`config.mk`:
```
export PLATFORM = sky130hd
export DESIGN_NAME = cluster_mean_unit
export DESIGN_NICKNAME = d
export VERILOG_FILES = /design/src/rtl/cluster_pkg.sv /design/src/rtl/seq_divider.sv /design/src/rtl/cluster_mean_unit.sv
export SDC_FILE = /design/constraint.sdc
export NUM_CORES = 1
export LEC_CHECK = 0
export ABC_AREA = 0
export CAP_MARGIN = 20
export CORE_ASPECT_RATIO = 0.9
export CORE_MARGIN = 1.5
export CORE_UTILIZATION = 40
export DETAILED_ROUTE_END_ITERATION = 7
export PLACE_DENSITY = 0.57
export SLEW_MARGIN = 0
export SYNTH_ARGS = -nofsm -noshare
export SYNTH_HDL_FRONTEND = slang
export SYNTH_HIERARCHICAL = 1
export SYNTH_SLANG_ARGS = --single-unit
```
`constraint.sdc`:
```
create_clock -name clk -period 3.25 [get_ports clk]
set_input_delay 0.325 -clock clk [delete_from_list [all_inputs] [get_ports clk]]
set_output_delay 0.325 -clock clk [all_outputs]
set_load 0.01 [all_outputs]
```
`src/rtl/cluster_pkg.sv`:
```
// Shared definitions for the K-means cluster statistics datapath.
package cluster_pkg;

    localparam int PW_DEF = 8;
    localparam int CH_DEF = 3;
    localparam int NW_DEF = 12;
    localparam int AW_DEF = 20;

    typedef enum logic [1:0] {
        ST_ACCUM  = 2'd0,
        ST_DIVIDE = 2'd1,
        ST_HOLD   = 2'd2
    } state_e;

    function automatic logic [63:0] ch_slice(
        input logic [63:0] pix,
        input int          idx,
        input int          pw
    );
        logic [63:0] mask;
        mask = (64'd1 << pw) - 64'd1;
        return (pix >> (idx * pw)) & mask;
    endfunction

endpackage

```
`src/rtl/seq_divider.sv`:
```
// Restoring divider, one quotient bit per clock, zero-divisor bypass.
module seq_divider #(
    parameter int AW = 20,
    parameter int DW = 12,
    parameter int OW = 8
) (
    input  logic          clk,
    input  logic          reset,
    input  logic          start,
    input  logic [AW-1:0] dividend,
    input  logic [DW-1:0] divisor,
    output logic [OW-1:0] quotient,
    output logic          done
);

    localparam int CW = $clog2(AW + 1);
    // Remainder stays below the divisor, so one bit narrower than AW suffices.
    localparam int RW = AW - 1;

    logic [AW-1:0] quo_q, quo_d;
    logic [RW-1:0] rem_q, rem_d;
    logic [DW-1:0] dvs_q, dvs_d;
    logic [CW-1:0] cnt_q, cnt_d;
    logic          run_q, run_d;
    logic          done_q, done_d;
    logic [AW-1:0] shifted;
    logic [AW-1:0] dvs_ext;

    assign shifted = {rem_q, quo_q[AW-1]};
    assign dvs_ext = AW'(dvs_q);

    always_comb begin
        quo_d  = quo_q;
        rem_d  = rem_q;
        dvs_d  = dvs_q;
        cnt_d  = cnt_q;
        run_d  = run_q;
        done_d = done_q;
        if (start) begin
            dvs_d  = divisor;
            rem_d  = '0;
            cnt_d  = CW'(AW);
            run_d  = (divisor != '0);
            done_d = (divisor == '0);
            quo_d  = (divisor == '0) ? '0 : dividend;
        end else if (run_q) begin
            if (shifted >= dvs_ext) begin
                rem_d = RW'(shifted - dvs_ext);
                quo_d = {quo_q[AW-2:0], 1'b1};
            end else begin
                rem_d = RW'(shifted);
                quo_d = {quo_q[AW-2:0], 1'b0};
            end
            cnt_d = cnt_q - CW'(1);
            if (cnt_q == CW'(1)) begin
                run_d  = 1'b0;
                done_d = 1'b1;
            end
        end
    end

    always_ff @(posedge clk or negedge reset) begin
        if (!reset) begin
            quo_q  <= '0;
            rem_q  <= '0;
            dvs_q  <= '0;
            cnt_q  <= '0;
            run_q  <= 1'b0;
            done_q <= 1'b0;
        end else begin
            quo_q  <= quo_d;
            rem_q  <= rem_d;
            dvs_q  <= dvs_d;
            cnt_q  <= cnt_d;
            run_q  <= run_d;
            done_q <= done_d;
        end
    end

    assign quotient = quo_q[OW-1:0];
    assign done     = done_q;

endmodule

```
`src/rtl/cluster_mean_unit.sv`:
```
// Per-cluster channel sums and pixel count, divided into a new centroid
// while the next pass keeps accumulating.
module cluster_mean_unit
    import cluster_pkg::*;
#(
    parameter int PW = PW_DEF,
    parameter int CH = CH_DEF,
    parameter int NW = NW_DEF,
    parameter int AW = AW_DEF
) (
    input  logic             clk,
    input  logic             reset,
    input  logic             pix_valid,
    input  logic             group,
    input  logic [CH*PW-1:0] pixel_in,
    input  logic             pass_end,
    output logic [CH*PW-1:0] mean_out,
    output logic [NW-1:0]    count_out,
    output logic             ovf_out,
    output logic             empty_out,
    output logic             mean_valid,
    input  logic             mean_ready,
    output logic             busy,
    output logic             pass_err
);

    if (AW < PW + NW) begin : g_aw_chk
        $error("cluster_mean_unit: AW must be >= PW+NW");
    end

    localparam logic [NW-1:0] CNT_MAX = '1;

    state_e           state_q, state_d;
    logic [AW-1:0]    sum_q [CH];
    logic [AW-1:0]    sum_d [CH];
    logic [NW-1:0]    cnt_q, cnt_d, cnt_b;
    logic             ovf_q, ovf_d;
    logic [CH*PW-1:0] mean_q, mean_d;
    logic [NW-1:0]    cnt_out_q, cnt_out_d;
    logic             ovf_out_q, ovf_out_d;
    logic             empty_q, empty_d;
    logic             valid_q, valid_d;
    logic             err_q, err_d;
    logic [PW-1:0]    div_quo [CH];
    logic [CH-1:0]    div_done;
    logic             accept;
    logic             start;

    assign accept = pix_valid & group;
    assign start  = pass_end & (state_q == ST_ACCUM);
    // A pixel arriving with the snapshot belongs to the new pass.
    assign cnt_b  = start ? '0 : cnt_q;

    always_comb begin
        cnt_d = cnt_b;
        ovf_d = start ? 1'b0 : ovf_q;
        for (int i = 0; i < CH; i++) begin
            sum_d[i] = start ? '0 : sum_q[i];
        end
        if (accept) begin
            if (cnt_b != CNT_MAX) begin
                cnt_d = cnt_b + NW'(1);
                for (int i = 0; i < CH; i++) begin
                    sum_d[i] = sum_d[i]
                             + AW'(PW'(ch_slice(64'(pixel_in), i, PW)));
                end
            end else begin
                ovf_d = 1'b1;
            end
        end
    end

    always_comb begin
        state_d   = state_q;
        mean_d    = mean_q;
        cnt_out_d = cnt_out_q;
        ovf_out_d = ovf_out_q;
        empty_d   = empty_q;
        valid_d   = valid_q;
        err_d     = err_q;
        unique case (state_q)
            ST_ACCUM: begin
                if (pass_end) begin
                    cnt_out_d = cnt_q;
                    ovf_out_d = ovf_q;
                    state_d   = ST_DIVIDE;
                end
            end
            ST_DIVIDE: begin
                if (pass_end) err_d = 1'b1;
                if (&div_done) begin
                    for (int i = 0; i < CH; i++) begin
                        mean_d[i*PW +: PW] = div_quo[i];
                    end
                    empty_d = (cnt_out_q == '0);
                    valid_d = 1'b1;
                    state_d = ST_HOLD;
                end
            end
            ST_HOLD: begin
                if (pass_end) err_d = 1'b1;
                if (mean_ready) begin
                    valid_d = 1'b0;
                    state_d = ST_ACCUM;
                end
            end
            default: state_d = ST_ACCUM;
        endcase
    end

    always_ff @(posedge clk or negedge reset) begin
        if (!reset) begin
            state_q   <= ST_ACCUM;
            cnt_q     <= '0;
            ovf_q     <= 1'b0;
            mean_q    <= '0;
            cnt_out_q <= '0;
            ovf_out_q <= 1'b0;
            empty_q   <= 1'b0;
            valid_q   <= 1'b0;
            err_q     <= 1'b0;
            for (int i = 0; i < CH; i++) sum_q[i] <= '0;
        end else begin
            state_q   <= state_d;
            cnt_q     <= cnt_d;
            ovf_q     <= ovf_d;
            mean_q    <= mean_d;
            cnt_out_q <= cnt_out_d;
            ovf_out_q <= ovf_out_d;
            empty_q   <= empty_d;
            valid_q   <= valid_d;
            err_q     <= err_d;
            for (int i = 0; i < CH; i++) sum_q[i] <= sum_d[i];
        end
    end

    for (genvar g = 0; g < CH; g++) begin : g_div
        seq_divider #(
            .AW(AW),
            .DW(NW),
            .OW(PW)
        ) u_div (
            .clk     (clk),
            .reset   (reset),
            .start   (start),
            .dividend(sum_q[g]),
            .divisor (cnt_q),
            .quotient(div_quo[g]),
            .done    (div_done[g])
        );
    end

    assign mean_out   = mean_q;
    assign count_out  = cnt_out_q;
    assign ovf_out    = ovf_out_q;
    assign empty_out  = empty_q;
    assign mean_valid = valid_q;
    assign busy       = (state_q != ST_ACCUM);
    assign pass_err   = err_q;

endmodule
```
==> results_dict.tcl <==
set metrics [dict create \
    dr_total_vias 13372 \
    crit_fanout 20 \
    p_sw_mw 7.24 \
    setup_viol 0 \
    grt_pass1_vias 13255 \
    clockBufferDepth 3 \
    relSlewSlack 0.309 \
    synth_edf_count 0 \
    die_height_microns 197 \
    num-nets-final 1961 \
    io_pins 71 \
    final_common_cell "dfrtp_1" \
    status "finished, final reports clean" \
    path_clk_slew_ns 0.06 \
    rows 70 \
    fillers 3909 \
    dp_hpwl_microns 29100 \
    cp.arrival_ns 3.47 \
    grt_usage 0.199 \
    finalPower_mw 18.2 \
    powerDensity_nw_per_um2 941 \
    finalCriticalPeriod_ns 3.02 \
    synth_nets 1909 \
    start_kind "flip-flop" \
    worst_pin_slew_ns 1.04 \
    cts_buffers 34 \
    r2r_setup_slack_ns 0.23 \
    syn-instance-count 1801 \
    synth_area_sq_um 16800 \
    routed_wl_microns 42400 \
    drive_gt1_frac 0.101 \
    p_seq_frac 0.327 \
    drc 0 \
    r2r-end "sum_q[51]" \
    design.die.area_sq_um 43100 \
    antenna_found_initial 0 \
    grt_pass1_wl_microns 69900 \
    clock-sinks 289 \
    start_util 0.409 \
    n_antenna_cell 0 \
    io_buffers 70 \
    worstReg2RegStart "state_q[0]" \
    combinationalPowerShare 0.460 \
    yosys_warnings 6 \
    synthFlopType "dfrtp_1" \
    ys_ff_latch 289 \
    drtAntennaViolNets 0 \
    grt_start_max_net_pins 77 \
    avgViaCountPerCell 5.53 \
    drv_cap 0 \
    die_w_microns 219 \
    final_cell_mix "286 x dfrtp_1, 258 x nand2_1, 148 x o21ai_0" \
    avgSynthCellArea_sq_um 9.30 \
    ir_drop_mv 0.534 \
    drt_iter0_markers 886 \
    place.gp.congestion 0.875 \
    rsz0062_at_grt "false" \
    worst_clock_skew_ns 0.0220 \
    firstDrtPassIters 5 \
    swShare 0.398 \
    startpoint "state_q[0]" \
    insertion_delay_ns 0.53 \
    clock_power_share 0.213 \
    maxSlewViolCount 0 \
    synth.distinct_cells 79 \
    area_delta_synth_final_pct 15.4 \
    reg2regPathDepth 13 \
    wire_per_inst_microns 17.5 \
    hold_viol 0 \
    hold_path.class "input pin to async pin" \
    area.sequential_sq_um 7240 \
    cts-root-buf "clkbuf_16" \
    core_area_sq_um 41000 \
    leakage_nw 8.23 \
    grt_overflow_total 0 \
    h-tree-depth 2 \
    ys_seq_area_frac 0.432 \
    ys_async_sr_fraction 1.00 \
    critical_path_required_ns 3.69 \
    path_class "flip-flop to flip-flop" \
    fin_crit_sh 0.930 \
    crit_end "sum_q[51]" \
    cts_tree "yes" \
    fmax_mhz 331 \
    finalSetupTns_ns 0 \
    multi_input_area_sq_um 8770 \
    internal_power_mw 11.0 \
    critPathCaptureType "flip-flop" \
]
-- cell families (layout without fill, tap and decap cells) --
kind of cell | Yosys count | count (layout) | share of synthesized area
buf+inv | 195 | 271 | 0.0516
compound gates | 456 | 456 | 0.179
simple gates | 627 | 627 | 0.185
xor+xnor | 57 | 57 | 0.0298
fa+ha+maj | 78 | 78 | 0.0609
flops | 289 | 289 | 0.432
mux | 99 | 99 | 0.0615
-- layer usage --
metal	wire length, microns	vias up	share of wire	global-route usage
met2	19000	245	0.45	0.311
li1	-	6568	-	-
met1	20500	6483	0.48	0.282
met4	1130	0	0.027	0.0685
met5	0	-	0	0
met3	1730	76	0.041	0.0289
-- registers in the layout, indices dropped and copies added, names as in the netlist, 2 cells and up --
name / flops
g_div.u_div/dvs_q: 36
g_div.u_div/quo_q: 60
cnt_q: 12
sum_q: 60
state_q: 2
g_div.u_div/cnt_q: 15
count_out: 12
mean_out: 24
g_div.u_div/rem_q: 57
g_div.u_div/done: 3
g_div.u_div/run_q: 3
-- power by group through the flow --
stage	Combinational, mW	Clock [mW]	Sequential (mW)
final	8.37	3.88	5.95
after global routing	9.43	4.16	6.14
after CTS	8.32	4.02	5.96
after detailed placement	8.26	0	6.01
after global placement	8.11	0	5.99
after floorplan	6.48	0	5.54
-- stage by stage --
step | hold WS (ns) | instance area (sq um) | worst slack, ns | cells | utilization
after floorplan | 0.0294 | 16800 | 0.186 | 1801 | -
after global placement | 0.281 | 18100 | 0.120 | 2356 | 0.442
after detailed placement | 0.285 | 18100 | 0.0684 | 2356 | 0.442
after CTS | 0.325 | 19300 | 0.144 | 2417 | 0.470
after global routing | 0.369 | 19300 | 0.00841 | 2417 | 0.472
final | 0.323 | 19300 | 0.226 | 2417 | 0.472
-- synth_stat cells, types with 9 or more instances --
cell / count / area, sq um
inv_1: 80 / 300
o21a_1: 19 / 143
nor4_1: 20 / 125
clkbuf_1: 65 / 244
and2_1: 33 / 206
nor2b_1: 22 / 138
ha_1: 72 / 901
a211o_1: 9 / 78.8
xnor2_1: 24 / 210
a311oi_1: 19 / 166
nand2_1: 259 / 972
mux2i_1: 68 / 681
a211oi_1: 40 / 300
mux2_2: 31 / 349
dfrtp_1: 289 / 7230
nand4_1: 17 / 106
nand3_1: 47 / 235
o31ai_1: 15 / 113
a31oi_1: 11 / 68.8
nor3_1: 21 / 105
nor2_1: 96 / 360
o41ai_1: 9 / 78.8
o211ai_1: 16 / 120
and3_1: 13 / 81.3
a21o_1: 13 / 97.6
nand2b_1: 23 / 144
xor2_1: 33 / 289
buf_2: 11 / 55.1
or3_1: 13 / 81.3
o2111ai_1: 11 / 96.3
a21oi_1: 80 / 400
o21ai_0: 148 / 741
buf_4: 27 / 203
or4_1: 14 / 105
-- worst max-delay path: stages, from the launching register on --
cell	delay (ns)
dfrtp_1	0.40
inv_1	0.12
ha_2	0.22
nand2_2	0.08
buf_12	0.16
buf_4	0.20
and2_1	0.19
ha_1	0.36
o21ai_0	0.12
o21bai_1	0.24
a2111oi_2	0.11
buf_4	0.16
nor4b_1	0.35
mux2i_1	0.23
-- worst min path at each step --
stage	slack [ns]	cells past startpoint	start	to
after floorplan	0.03	0	reset	cnt_q[0]
after global placement	0.28	1	reset	g_div[1].u_div/rem_q[12]
after detailed placement	0.29	1	reset	g_div[1].u_div/rem_q[12]
after CTS	0.33	2	reset	g_div[1].u_div/rem_q[16]
after global routing	0.37	2	reset	g_div[1].u_div/rem_q[12]
final	0.32	2	reset	g_div[1].u_div/rem_q[14]
-- area by class of cell --
type                            instances  area share
Tap cell                              540      0.0349
Inverter                               82      0.0163
Timing Repair Buffer                  129      0.0621
Clock buffer                           53      0.0546
Multi-Input combinational cell       1317       0.453
Clock inverter                          7     0.00453
Sequential cell                       289       0.374
-- what timing repair did --
item / 4_1_cts / 5_1_grt
setup buffers: 0 / 0
hold buffers: 1 / 0
setup endpoints to repair: 0 / 11
gates resized for setup: 0 / 13
endpoints found under the hold margin: 46 / 0
No activity file was read; power rests on OpenSTA's default activity.
